## src/rtl/mul_div_unit.sv

```systemverilog
// Iterative multiply/divide unit owning the HI/LO registers (mult/multu/div/divu/mthi/mtlo).
// Latency: mul/div results and busy=0 appear WIDTH+1 edges after the accepting start edge; mthi/mtlo write on the start edge.
// Backpressure: busy is high while an operation runs; any start seen while busy (including the DONE edge) is dropped.
module mul_div_unit #(
    parameter int WIDTH = 32,
    parameter int CNT_W = 6
) (
    input  logic             clk,
    input  logic             reset_n,
    input  logic             start,
    input  logic [2:0]       MDUOp,
    input  logic [WIDTH-1:0] A,
    input  logic [WIDTH-1:0] B,
    output logic [WIDTH-1:0] HI,
    output logic [WIDTH-1:0] LO,
    output logic             busy
);

    typedef enum logic [1:0] {IDLE, MUL, DIV, DONE} state_t;

    state_t             state, state_nxt;
    logic [CNT_W-1:0]   cnt;
    logic [WIDTH-1:0]   a_mag, b_mag, a_raw;
    logic [2*WIDTH-1:0] acc;
    logic               neg_q, neg_r, is_div, div_zero;

    logic               op_signed, accept_mul, accept_div, last_iter;
    logic [WIDTH-1:0]   a_abs, b_abs;
    logic [WIDTH:0]     mul_sum;
    logic [WIDTH:0]     div_shift;
    logic [WIDTH-1:0]   div_diff, div_rem;
    logic               div_borrow;
    logic [WIDTH-1:0]   quo, rem;

    // Odd opcodes of the mul/div group are the signed variants.
    assign op_signed  = MDUOp[0];
    assign a_abs      = (op_signed && A[WIDTH-1]) ? -A : A;
    assign b_abs      = (op_signed && B[WIDTH-1]) ? -B : B;
    assign accept_mul = (state == IDLE) && start && (MDUOp[2:1] == 2'b00);
    assign accept_div = (state == IDLE) && start && (MDUOp[2:1] == 2'b01);
    assign last_iter  = (cnt == CNT_W'(WIDTH - 1));
    assign busy       = (state != IDLE);

    // Shift-add step: low half holds the remaining multiplier bits, high half the partial sum.
    assign mul_sum    = {1'b0, acc[2*WIDTH-1:WIDTH]} + {1'b0, (acc[0] ? a_mag : {WIDTH{1'b0}})};

    // Restoring step: high half is the remainder, low half shifts dividend bits out and quotient bits in.
    assign div_shift  = {acc[2*WIDTH-1:WIDTH], acc[WIDTH-1]};
    assign div_borrow = (div_shift < {1'b0, b_mag});
    assign div_diff   = div_shift[WIDTH-1:0] - b_mag;
    assign div_rem    = div_borrow ? div_shift[WIDTH-1:0] : div_diff;

    assign quo        = acc[WIDTH-1:0];
    assign rem        = acc[2*WIDTH-1:WIDTH];

    // State register.
    always_ff @(posedge clk or negedge reset_n) begin
        if (!reset_n) state <= IDLE;
        else          state <= state_nxt;
    end

    // Next-state: run WIDTH iterations, then one fix-up/writeback cycle.
    always_comb begin
        state_nxt = state;
        case (state)
            IDLE: begin
                if (accept_mul)      state_nxt = MUL;
                else if (accept_div) state_nxt = DIV;
            end
            MUL:     if (last_iter) state_nxt = DONE;
            DIV:     if (last_iter) state_nxt = DONE;
            DONE:    state_nxt = IDLE;
            default: state_nxt = IDLE;
        endcase
    end

    // Operand capture on acceptance and one iteration per cycle afterwards.
    always_ff @(posedge clk or negedge reset_n) begin
        if (!reset_n) begin
            cnt      <= '0;
            a_mag    <= '0;
            b_mag    <= '0;
            a_raw    <= '0;
            acc      <= '0;
            neg_q    <= 1'b0;
            neg_r    <= 1'b0;
            is_div   <= 1'b0;
            div_zero <= 1'b0;
        end else begin
            case (state)
                IDLE: begin
                    if (accept_mul || accept_div) begin
                        a_mag    <= a_abs;
                        b_mag    <= b_abs;
                        a_raw    <= A;
                        neg_q    <= op_signed & (A[WIDTH-1] ^ B[WIDTH-1]);
                        neg_r    <= op_signed & A[WIDTH-1];
                        is_div   <= accept_div;
                        div_zero <= (B == '0);
                        cnt      <= '0;
                        acc      <= {{WIDTH{1'b0}}, (accept_mul ? b_abs : a_abs)};
                    end
                end
                MUL: begin
                    acc <= {mul_sum, acc[WIDTH-1:1]};
                    cnt <= cnt + CNT_W'(1);
                end
                DIV: begin
                    acc <= {div_rem, acc[WIDTH-2:0], ~div_borrow};
                    cnt <= cnt + CNT_W'(1);
                end
                default: ;
            endcase
        end
    end

    // HI/LO: sign-corrected result at DONE, direct moves from A when idle.
    always_ff @(posedge clk or negedge reset_n) begin
        if (!reset_n) begin
            HI <= '0;
            LO <= '0;
        end else if (state == DONE) begin
            if (is_div) begin
                if (div_zero) begin
                    HI <= a_raw;
                    LO <= '1;
                end else begin
                    HI <= neg_r ? -rem : rem;
                    LO <= neg_q ? -quo : quo;
                end
            end else begin
                {HI, LO} <= neg_q ? -acc : acc;
            end
        end else if (state == IDLE && start) begin
            if (MDUOp == 3'b100) HI <= A;
            if (MDUOp == 3'b101) LO <= A;
        end
    end

endmodule

```

## config.mk

```make
export PLATFORM = sky130hd
export DESIGN_NAME = mul_div_unit
export DESIGN_NICKNAME = d
export VERILOG_FILES = /design/src/rtl/mul_div_unit.sv
export SDC_FILE = /design/constraint.sdc
export NUM_CORES = 1
export LEC_CHECK = 0
export BUFFER_PORTS_ARGS = -buffer_cell sky130_fd_sc_hd__buf_2
export CAP_MARGIN = 10
export CORE_UTILIZATION = 56
export CTS_CLUSTER_SIZE = 10
export DETAILED_ROUTE_END_ITERATION = 8
export PLACE_DENSITY = 0.81
export SLEW_MARGIN = 20
export SYNTH_ARGS = -nofsm -noshare
export SYNTH_HDL_FRONTEND = slang
export SYNTH_SLANG_ARGS = --single-unit
```

## constraint.sdc

```tcl
create_clock -name clk -period 3.5 [get_ports clk]
set_input_delay 0 -clock clk [delete_from_list [all_inputs] [get_ports clk]]
set_output_delay 0 -clock clk [all_outputs]
set_load 0.03 [all_outputs]
```

==> impl_metrics.csv <==
group,metric,value,unit
synth,synthesis.nets,2345,
clocking,insertion_delay,580,ps
timing,rsz0062_at_grt,"true",
min_path,hold_start,"MDUOp[1]",
placed_design,numPortBuffers,134,
worst_setup_path,worst_path_max_delay_cell,"or3_1",
cells_and_area,nNetsFinal,2528,
synth,yosys.area.top_type,"dfrtp_1",
placed_design,hpwl,51380,um
clocking,numClockSinks,235,
pwr,seqPwrFrac,22.3,%
synth,syn-cell-area,0.01837,mm2
worst_setup_path,reg2reg_from,"acc[27]",
worst_setup_path,r2r_end,"HI[23]",
floorplanning,die_h,183.1,um
timing,max_freq,0.2977,GHz
synth,ys_ff_latch,235,
global_route,grt_max_degree,176,
cells_and_area,syn_to_final_growth,16.87,%
synth,ys_types,80,
synth,ys_top_cells_by_area,"dfrtp_1 32%, o21ai_0 6.3%, ha_1 5.0%",
worst_setup_path,path_common_cell,"or3_1",
worst_setup_path,endpoint_kind,"flip-flop",
floorplanning,rows,65,
timing,period_share,95.97,%
drt,drt_wl_total,70270,um
cells_and_area,final.fill_count,2655,
pwr,p_per_area,1095,mW/mm2
synth,ys_seq_area_share,32.01,%
timing,fin_crit,3359,ps
worst_setup_path,cp-startpoint,"acc[27]",
global_route,grt_pass1_vias,18080,
drt,firstDrtPassIters,6,
min_path,hold_path_class,"primary input to flip-flop",
pwr,pwr-share-comb,65.6,%
drt,routedWlPerCell,24.85,um
min_path,min_to,"is_div",
synth,synth_edf_count,0,
clocking,cts_buffers,29,
floorplanning,core_area,0.03188,mm2
worst_setup_path,crit_required,3950,ps
clocking,cts_tree,"yes",
worst_setup_path,start_kind,"flip-flop",
drt,vias_per_cell,6.716,
worst_setup_path,critPathKind,"flip-flop to flip-flop",
drt,drc_errors,0,
floorplanning,initial_core_util,57.63,%
worst_setup_path,slowest_delay,650,ps
clocking,cts_root_buf,"clkbuf_16",
floorplanning,die_area,0.03353,mm2
pwr,sw_frac_of_total,51.35,%
synth,yosysTopAreaCellShare,32.01,%
pwr,p_switching,12.08,mW
worst_setup_path,rrSetupSlack,140,ps
pwr,p_int,11.44,mW
cells_and_area,final_layout_size_suffix_gt1_share,14.89,%
clocking,cts-htree-levels,1,
pwr,p_leak,9.574,nW
pwr,pwr-share-clk,12.1,%
worst_setup_path,cp_cell_sequence,"or4_1 -> or3_1 -> or3_1 -> or3_1 -> a21oi_1 -> a2111oi_0 -> o31a_1",
synth,synth_ff_type,"dfrtp_1",
worst_setup_path,cp.arrival,3810,ps
timing,maxSlewHeadroom,27.35,%
timing,hold_viol,0,
timing,tns,0,ps
clocking,ctsLongestPathBuffers,3,
synth,syn_area_per_cell,8.354,um2
worst_setup_path,cp_max_fo,11,
global_route,grtUsageTotal,41.73,%
drt,route.antenna.remaining_nets,0,
synth,yosys-top-cells-count,"235 x dfrtp_1, 235 x nand2_1, 231 x o21ai_0, 169 x a21oi_1, 134 x clkbuf_1",
timing,worstMarginPinSlew,1086,ps
synth,synth-async-reset-ratio,100.0,%
global_route,antenna_found_initial,3,
synth,synthCells,2199,
min_path,whs_path_depth,2,
timing,drv_slew,0,
floorplanning,die_x,183.1,um
pwr,ir_drop,1.181,mV
floorplanning,num_io_pins,135,
timing,finalSetupViolCount,0,
placed_design,gp_congestion,1.019,
worst_setup_path,r2r_cells,7,
flow_run,drv_cap,0,
timing,clock_skew,16.89,ps
status,status,"complete, no violations",
synth,yosysWarningCount,0,
drt,drtIter0Drc,2391,
drt,num_vias,18990,
global_route,gr-total-overflow,0,
global_route,grt_pass1_wl,106600,um
clocking,clkSlewWorstSetupHoldPaths,60,ps
pwr,report.power.total,23.52,mW
## per-layer routing
metal | vias to the layer above | track usage (%) | part of all wire, % | routed length (um)
met3 | 274 | 6.692 | 9.2 | 6453
met5 | - | 0 | 0 | 0
met1 | 9176 | 55.67 | 40 | 28150
li1 | 8371 | - | - | -
met2 | 1173 | 65.10 | 45 | 31380
met4 | 0 | 22.43 | 6.1 | 4281
## worst max path at each step
stage	end	slack [ps]	cells after the start
global placement	acc[60]	190	13
detailed placement	acc[59]	80	13
finish	HI[23]	140	7
floorplan	acc[59]	290	14
CTS	acc[59]	60	13
global route	acc[60]	-30	14
## power by group through the flow
stage	Clock, mW	Sequential, mW	Combinational, mW
after floorplan	0	5.59	9.66
after global placement	0	5.15	14.4
after detailed placement	0	5.21	14.7
after CTS	2.86	5.19	14.9
after global routing	2.94	5.36	16.6
final	2.85	5.25	15.4
## sequential cells by signal, summed over array words and instances, names as in the netlist
register,flops
neg_r,1
div_zero,1
cnt,6
LO,32
b_mag,32
a_mag,32
neg_q,1
state,2
acc,64
a_raw,31
is_div,1
HI,32
## metrics by stage
step	std cells	hold slack, ps	cell area (um2)	worst slack [ps]	utilization [%]
3_3_place_gp	2706	168.3	19780	186.8	62.04
3_5_place_dp	2706	183.9	19780	77.23	62.04
2_1_floorplan	2199	-295.6	18370	289.8	-
4_1_cts	2823	24.36	21410	56.44	67.14
5_1_grt	2827	61.04	21470	-30.20	67.34
6_report	2828	59.67	21470	140.9	67.35
## worst max-delay path: cells and delay by family (launching register included)
family | cells | cell delay, ps
AOI/OAI and AO/OA | 3 | 560
and+or+nand+nor | 4 | 2200
DFF | 1 | 470
## area by class of cell
cell class / count / area (um2) / share of cell area [%]
timing repair buffer: 310 / 2248 / 10.47
multi-input combinational: 1737 / 11680 / 54.39
sequential: 235 / 5881 / 27.39
clock inverter: 4 / 52.55 / 0.2448
tap: 435 / 544.3 / 2.535
inverter: 69 / 259.0 / 1.206
antenna: 2 / 5.005 / 0.02331
clock buffer: 36 / 802.0 / 3.735
## placed cells by master (no fill, tap or decap), drive strengths merged, types with 33 or more instances in the layout
cell / instances
a21o: 34
a21oi: 170
a22oi: 48
and2: 41
buf: 233
clkbuf: 36
dfrtp: 235
dlygate4sd3: 77
ha: 74
inv: 70
mux2: 48
mux2i: 84
nand2: 235
nor2: 113
nor3: 33
o21ai: 235
o31ai: 43
xnor2: 89
xor2: 80
## cells by family after synthesis
logic type | share of synthesized area (%)
adders and majority gates | 5.258
buffers and inverters | 4.727
DFF | 32.01
xor gates and xnor gates | 8.057
AOI/OAI and AO/OA | 25.70
muxes | 7.519
and+or+nand+nor | 16.73
## what timing repair did
action,CTS,global route
setup endpoints to repair,0,22
buffers inserted,0,3
gates resized for setup,0,8
hold buffers,77,0
endpoints found under the hold margin,266,0
(Power assumes the default switching activity.)
